## src/rtl/jt51_csr_pkg.sv

```systemverilog
// Purpose: shared field layout and write-group codes for the per-channel CSR ring.
// Latency: none (types, constants and one combinational helper only).
// Backpressure: n/a.
package jt51_csr_pkg;

    localparam int RL_W  = 2;
    localparam int FB_W  = 3;
    localparam int CON_W = 3;
    localparam int KC_W  = 7;
    localparam int KF_W  = 6;
    localparam int AMS_W = 2;
    localparam int PMS_W = 3;

    // Packed channel record; the member order fixes the bit positions:
    // rl[25:24] fb[23:21] con[20:18] kc[17:11] kf[10:5] ams[4:3] pms[2:0]
    localparam int PACKED_W = RL_W + FB_W + CON_W + KC_W + KF_W + AMS_W + PMS_W;

    typedef struct packed {
        logic [RL_W-1:0]  rl;
        logic [FB_W-1:0]  fb;
        logic [CON_W-1:0] con;
        logic [KC_W-1:0]  kc;
        logic [KF_W-1:0]  kf;
        logic [AMS_W-1:0] ams;
        logic [PMS_W-1:0] pms;
    } ch_fields_t;

    // Register group selected by a write
    typedef enum logic [1:0] {
        GRP_RL_FB_CON = 2'd0,
        GRP_KC        = 2'd1,
        GRP_KF        = 2'd2,
        GRP_PMS_AMS   = 2'd3
    } grp_e;

    // Overlay one register write onto a channel record; fields outside the
    // selected group pass through untouched.
    function automatic ch_fields_t apply_write(input ch_fields_t cur,
                                               input grp_e       grp,
                                               input logic [7:0] din);
        ch_fields_t f;
        f = cur;
        case (grp)
            GRP_RL_FB_CON: begin
                f.rl  = din[7:6];
                f.fb  = din[5:3];
                f.con = din[2:0];
            end
            GRP_KC:      f.kc = din[6:0];
            GRP_KF:      f.kf = din[7:2];
            GRP_PMS_AMS: begin
                f.pms = din[6:4];
                f.ams = din[1:0];
            end
            default: ;
        endcase
        return f;
    endfunction

endpackage

```

## src/rtl/jt51_sh.sv

```systemverilog
// Purpose: W-bit wide, STAGES-deep resettable shift register; drop is the oldest stage.
// Latency: STAGES clock-enabled ticks from din to drop.
// Backpressure: none; holds all stages while cen is low.
// Ports: rst (async, active high), clk, cen (shift enable), din (head input), drop (tail output).
module jt51_sh #(
    parameter int W      = 26,
    parameter int STAGES = 8
) (
    input  logic         rst,
    input  logic         clk,
    input  logic         cen,
    input  logic [W-1:0] din,
    output logic [W-1:0] drop
);

    logic [STAGES-1:0][W-1:0] stage_q;

    always_ff @(posedge clk or posedge rst) begin
        if (rst) begin
            stage_q <= '0;
        end else if (cen) begin
            stage_q <= {stage_q[STAGES-2:0], din};
        end
    end

    assign drop = stage_q[STAGES-1];

endmodule

```

## src/rtl/jt51_csr_ch_ring.sv

```systemverilog
// Purpose: time-multiplexed per-channel register ring with a one-entry write buffer.
// Latency: a write merges within CHANNELS cen ticks and shows CHANNELS cen ticks after the merge.
// Backpressure: busy high while a write is pending; writes during busy or to a bad channel pulse wr_lost.
// Ports: rst/clk/cen control; din, wr, wr_grp, wr_ch write side; busy, wr_lost status;
//        slot plus rl/fb/con/kc/kf/ams/pms give the fields of the channel currently presented.
module jt51_csr_ch_ring
    import jt51_csr_pkg::*;
#(
    parameter  int CHANNELS = 8,
    localparam int CHW      = $clog2(CHANNELS)
) (
    input  logic           rst,
    input  logic           clk,
    input  logic           cen,
    input  logic [7:0]     din,
    input  logic           wr,
    input  logic [1:0]     wr_grp,
    input  logic [CHW-1:0] wr_ch,
    output logic           busy,
    output logic           wr_lost,
    output logic [CHW-1:0] slot,
    output logic [1:0]     rl,
    output logic [2:0]     fb,
    output logic [2:0]     con,
    output logic [6:0]     kc,
    output logic [5:0]     kf,
    output logic [1:0]     ams,
    output logic [2:0]     pms
);

    localparam logic [CHW-1:0] LAST_SLOT = CHW'(CHANNELS - 1);
    localparam logic [CHW:0]   CH_LIM    = (CHW + 1)'(CHANNELS);

    logic [CHW-1:0] slot_q,     slot_d;
    logic           busy_q,     busy_d;
    logic           wr_lost_q,  wr_lost_d;
    logic [7:0]     pend_din_q, pend_din_d;
    grp_e           pend_grp_q, pend_grp_d;
    logic [CHW-1:0] pend_ch_q,  pend_ch_d;

    ch_fields_t tail;
    ch_fields_t ring_in;
    logic [PACKED_W-1:0] tail_bits;

    logic ch_ok;
    logic accept;
    logic merge;

    // The tail of the ring always holds channel slot_q; whatever is fed back
    // at the head returns to the tail after exactly CHANNELS shifts.
    jt51_sh #(
        .W      (PACKED_W),
        .STAGES (CHANNELS)
    ) u_ring (
        .rst  (rst),
        .clk  (clk),
        .cen  (cen),
        .din  (ring_in),
        .drop (tail_bits)
    );

    assign tail = ch_fields_t'(tail_bits);

    always_comb begin
        slot_d     = slot_q;
        busy_d     = busy_q;
        pend_din_d = pend_din_q;
        pend_grp_d = pend_grp_q;
        pend_ch_d  = pend_ch_q;
        ring_in    = tail;

        ch_ok  = ({1'b0, wr_ch} < CH_LIM);
        accept = wr && !busy_q && ch_ok;
        // Merge uses only the registered buffer, so a write accepted this
        // clk can at earliest merge on the following one.
        merge  = cen && busy_q && (slot_q == pend_ch_q);

        // Anything not accepted is reported, including writes arriving on
        // the very clk that drains the buffer.
        wr_lost_d = wr && !accept;

        if (merge) begin
            ring_in = apply_write(tail, pend_grp_q, pend_din_q);
            busy_d  = 1'b0;
        end

        if (accept) begin
            pend_din_d = din;
            pend_grp_d = grp_e'(wr_grp);
            pend_ch_d  = wr_ch;
            busy_d     = 1'b1;
        end

        if (cen) begin
            slot_d = (slot_q == LAST_SLOT) ? '0 : slot_q + 1'b1;
        end
    end

    always_ff @(posedge clk or posedge rst) begin
        if (rst) begin
            slot_q     <= '0;
            busy_q     <= 1'b0;
            wr_lost_q  <= 1'b0;
            pend_din_q <= '0;
            pend_grp_q <= GRP_RL_FB_CON;
            pend_ch_q  <= '0;
        end else begin
            slot_q     <= slot_d;
            busy_q     <= busy_d;
            wr_lost_q  <= wr_lost_d;
            pend_din_q <= pend_din_d;
            pend_grp_q <= pend_grp_d;
            pend_ch_q  <= pend_ch_d;
        end
    end

    assign busy    = busy_q;
    assign wr_lost = wr_lost_q;
    assign slot    = slot_q;
    assign rl      = tail.rl;
    assign fb      = tail.fb;
    assign con     = tail.con;
    assign kc      = tail.kc;
    assign kf      = tail.kf;
    assign ams     = tail.ams;
    assign pms     = tail.pms;

endmodule

```

## config.mk

```make
export PLATFORM = sky130hd
export DESIGN_NAME = jt51_csr_ch_ring
export DESIGN_NICKNAME = d
export VERILOG_FILES = /design/src/rtl/jt51_csr_pkg.sv /design/src/rtl/jt51_sh.sv /design/src/rtl/jt51_csr_ch_ring.sv
export SDC_FILE = /design/constraint.sdc
export NUM_CORES = 1
export LEC_CHECK = 0
export CORE_MARGIN = 2
export CORE_UTILIZATION = 48
export CTS_CLUSTER_DIAMETER = 120
export CTS_CLUSTER_SIZE = 12
export DETAILED_ROUTE_END_ITERATION = 6
export GPL_TIMING_DRIVEN = 0
export PLACE_DENSITY = 0.66
export RECOVER_POWER = 25
export SYNTH_ARGS = -nofsm -noshare
export SYNTH_HDL_FRONTEND = slang
export SYNTH_SLANG_ARGS = --single-unit
```

## constraint.sdc

```tcl
create_clock -name clk -period 12.1 [get_ports clk]
set_clock_uncertainty 0.05 [all_clocks]
set_input_delay 3.63 -clock clk [delete_from_list [all_inputs] [get_ports clk]]
set_output_delay 3.63 -clock clk [all_outputs]
set_load 0.05 [all_outputs]
```

==> metrics.txt <==
# TYPE chip_impl_metric gauge
chip_impl_info{name="critical_path.cell_chain",value="dlygate4sd3_1, clkinvlp_2"} 1
chip_impl_metric{name="finalCriticalPeriod",unit="ns"} 6.75
chip_impl_info{name="grt_setup_unrepaired",value="false"} 1
chip_impl_metric{name="final.setup.tns",unit="ns"} 0
chip_impl_metric{name="timing.fmax",unit="MHz"} 148
chip_impl_metric{name="buffer_ports.inserted",unit=""} 46
chip_impl_metric{name="ios",unit=""} 48
chip_impl_metric{name="tritoncts_sinks",unit=""} 226
chip_impl_metric{name="post-route-drc-count",unit=""} 0
chip_impl_metric{name="worst_setup_hold_path_clk_slew",unit="ns"} 0.06
chip_impl_metric{name="largest_net_degree_at_the_start_of_global_routing",unit=""} 131
chip_impl_metric{name="synth_cell_type_count",unit=""} 23
chip_impl_metric{name="hold_viol",unit=""} 0
chip_impl_metric{name="syn2layout_area_growth",unit="%"} 15.1
chip_impl_metric{name="synth-warning-count",unit=""} 0
chip_impl_metric{name="cts_repair_resize_count",unit=""} 0
chip_impl_metric{name="cts_hold_buf",unit=""} 0
chip_impl_info{name="violations",value="max-capacitance violations, max-slew violations"} 1
chip_impl_metric{name="postRouteWirelength",unit="µm"} 17700
chip_impl_info{name="cp-start-kind",value="input pin"} 1
chip_impl_metric{name="post-route-period-util",unit="%"} 55.8
chip_impl_info{name="crit_family",value="buffers and inverters"} 1
chip_impl_metric{name="synth-edff-count",unit=""} 0
chip_impl_metric{name="met3_resource_use_gr",unit="%"} 3.19
chip_impl_metric{name="num_vias",unit=""} 4942
chip_impl_metric{name="postSynthNetCount",unit=""} 609
chip_impl_metric{name="worstPathRequired",unit="ns"} 11.93
chip_impl_metric{name="final_cell_count_no_fill",unit=""} 890
chip_impl_metric{name="post_synth_instance_area",unit="µm²"} 8970
chip_impl_metric{name="global_route_met1_usage",unit="%"} 26.2
chip_impl_metric{name="async_flop_share",unit="%"} 100
chip_impl_metric{name="drive_above_1_share",unit="%"} 42.8
chip_impl_metric{name="setup_viol_count_final",unit=""} 0
chip_impl_info{name="synth_area_leaders",value="sky130_fd_sc_hd__dfrtp_1 (63%), sky130_fd_sc_hd__mux2_2 (25%), sky130_fd_sc_hd__buf_4 (2.3%)"} 1
chip_impl_metric{name="die_area",unit="µm²"} 19800
chip_impl_info{name="timing.critical_path.slowest_stage_cell",value="sky130_fd_sc_hd__clkinvlp_2"} 1
chip_impl_metric{name="cts_max_path_buffers",unit=""} 3
chip_impl_metric{name="cts_made_buffers",unit=""} 22
chip_impl_info{name="run_status",value="complete, but fails checks"} 1
chip_impl_metric{name="yosys_register_bits",unit=""} 226
chip_impl_metric{name="viasPerCell",unit=""} 5.55
chip_impl_info{name="hp-class",value="flip-flop to flip-flop"} 1
chip_impl_metric{name="die-width",unit="µm"} 141
chip_impl_metric{name="ir_drop",unit="mV"} 0.161
chip_impl_info{name="global_route.peak_usage_layer",value="met2"} 1
chip_impl_metric{name="timing.max_cap.violations",unit=""} 1
chip_impl_metric{name="grt_use_met2",unit="%"} 30.2
chip_impl_metric{name="core_area",unit="µm²"} 18100
chip_impl_metric{name="synth_sequential_area_ratio",unit="%"} 63.1
chip_impl_metric{name="worst_slew_margin_rel",unit="%"} -180
chip_impl_metric{name="std_cell_rows",unit=""} 49
chip_impl_metric{name="slowest_delay",unit="ns"} 2.36
chip_impl_metric{name="die_y",unit="µm"} 141
chip_impl_metric{name="leakage",unit="nW"} 5.00
chip_impl_info{name="timing_worst_setup_path_type",value="input pin to async pin"} 1
chip_impl_metric{name="critical_path_peak_fanout",unit=""} 97
chip_impl_metric{name="vias_in_the_first_global_route",unit=""} 5251
chip_impl_metric{name="overflow",unit=""} 0
chip_impl_metric{name="critical_path.n_buffers_inverters",unit=""} 2
chip_impl_metric{name="layout.nets",unit=""} 680
chip_impl_metric{name="worst_slew_pin_slew",unit="ns"} 4.17
chip_impl_metric{name="grt_antenna_before_repair",unit=""} 0
chip_impl_metric{name="gr_usage_total",unit="%"} 18.6
chip_impl_metric{name="postSynthAreaPerCell",unit="µm²"} 15.2
chip_impl_metric{name="worst_ep_arrival_time",unit="ns"} 6.57
chip_impl_metric{name="wl_per_cell",unit="µm"} 19.9
chip_impl_metric{name="place.gp.congestion",unit=""} 0.781
chip_impl_metric{name="wire_length_of_the_first_global_routing_pass",unit="µm"} 28800
chip_impl_metric{name="synthDominantCellAreaShare",unit="%"} 63.1
chip_impl_metric{name="final_max_slew_viol_count",unit=""} 97
chip_impl_metric{name="floorplan.initialDensity",unit="%"} 49.4
chip_impl_metric{name="post_cts_setup_buffers",unit=""} 0
chip_impl_metric{name="drt-pass1-iter-count",unit=""} 5
chip_impl_metric{name="cts-htree-levels",unit=""} 1
chip_impl_info{name="clockRootBuffer",value="sky130_fd_sc_hd__clkbuf_16"} 1
chip_impl_metric{name="n_antenna_cell",unit=""} 0
chip_impl_metric{name="post_synth_inst_count",unit=""} 590
chip_impl_metric{name="clock_insertion_delay_worst_skew",unit="ns"} 0.50
chip_impl_metric{name="final_antenna_net_count",unit=""} 0
chip_impl_info{name="synth_area_leader",value="sky130_fd_sc_hd__dfrtp_1"} 1
chip_impl_info{name="cts_tree",value="built"} 1
chip_impl_metric{name="post-place-cells",unit=""} 866
chip_impl_info{name="yosys_most_used_dff",value="sky130_fd_sc_hd__dfrtp_1"} 1
chip_impl_metric{name="power.density",unit="nW/µm²"} 258
chip_impl_metric{name="dr.first_iter.drc_count",unit=""} 222
chip_impl_info{name="critPathCaptureType",value="async pin"} 1
chip_impl_metric{name="hpwl",unit="µm"} 11700
==> Yosys cell counts (3+ instances only) <==
library cell               count
sky130_fd_sc_hd__buf_4        27
sky130_fd_sc_hd__clkbuf_1      3
sky130_fd_sc_hd__nand4_1       4
sky130_fd_sc_hd__o221ai_2      8
sky130_fd_sc_hd__mux2_2      198
sky130_fd_sc_hd__o221ai_1     18
sky130_fd_sc_hd__dfrtp_1     226
sky130_fd_sc_hd__nand2_1       9
sky130_fd_sc_hd__nand3_1      26
sky130_fd_sc_hd__buf_2        28
sky130_fd_sc_hd__inv_1        27
sky130_fd_sc_hd__xnor2_2       3
==> stage by stage <==
| stage | total power (W) | utilization, % | area, µm² | hold WS (ns) | setup WS (ns) |
|---|---|---|---|---|---|
| after floorplan | 0.00184 | - | 8970 | 0.425 | 2.23 |
| after global placement | 0.00204 | 53.5 | 9710 | 0.432 | -0.189 |
| after detailed placement | 0.00209 | 53.7 | 9750 | 0.440 | 6.61 |
| after CTS | 0.00270 | 57.0 | 10300 | 0.452 | 6.55 |
| after global routing | 0.00282 | 56.9 | 10300 | 0.460 | 4.59 |
| final | 0.00267 | 56.9 | 10300 | 0.447 | 5.35 |
==> final timing paths <==
kind,depth (start not counted),to,startpoint,slack [ns]
setup / recovery,2,u_ring.stage_q[138]$_DFFE_PP0P_,rst,5.35
hold / removal,1,u_ring.stage_q[80]$_DFFE_PP0P_,u_ring.stage_q[54]$_DFFE_PP0P_,0.45
setup reg to reg,5,u_ring.stage_q[17]$_DFFE_PP0P_,slot[2]$_DFFE_PP0P_,10.31
hold reg to reg,1,u_ring.stage_q[80]$_DFFE_PP0P_,u_ring.stage_q[54]$_DFFE_PP0P_,0.45
max in group clk,1,busy,busy$_DFFE_PP0P_,6.58
min in group asynchronous,2,u_ring.drop[11]$_DFFE_PP0P_,rst,4.82
==> state kept, by name (all words and copies together) (netlist names) <==
register / count
u_ring.stage_q: 182
slot: 3
pend_ch_q: 3
pend_din_q: 8
pend_grp_q: 2
wr_lost: 1
u_ring.drop: 26
busy: 1
==> metal layers <==
layer	vias up	share of wire, %
met2	87	48
met1	2627	46
met4	0	2.5
met5	-	0
met3	37	3.9
li1	2191	-
==> where the power goes <==
| group | internal, W | leakage [nW] | switching [W] |
|---|---|---|---|
| registers | 0.00109 | 3.06 | 0.000202 |
| logic | 0.000406 | 1.65 | 0.000372 |
| clock network | 0.000339 | 0.291 | 0.000259 |
==> kinds of logic after synthesis <==
group | synth area share [%]
AND/OR/NAND/NOR | 2.99
flip-flops | 63.1
adder cells (fa/ha/maj) | 0.279
AO/OA/AOI/OAI | 3.18
multiplexers | 24.9
buffers and inverters | 5.08
XOR/XNOR | 0.544
==> area by class of cell <==
cell class / instances / area [µm²]
buffer: 58 / 345
clock buffer: 24 / 589
fill: 1428 / 7820
inverter: 27 / 103
multi-input combinational: 279 / 2860
sequential: 226 / 5660
tap: 229 / 287
timing repair buffer: 47 / 488
==> placed cells by master (no fill, tap or decap), drive strengths merged, types with 2 or more instances in the layout <==
master	Yosys	final
mux2	198	198
nand2	9	9
and4b	2	2
clkdlybuf4s50	0	45
dfrtp	226	226
nand4	4	4
xnor2	3	3
clkbuf	3	34
o221ai	26	26
ha	2	2
nand3	26	26
buf	55	49
inv	27	26
Power figures use the tool's default switching activity.
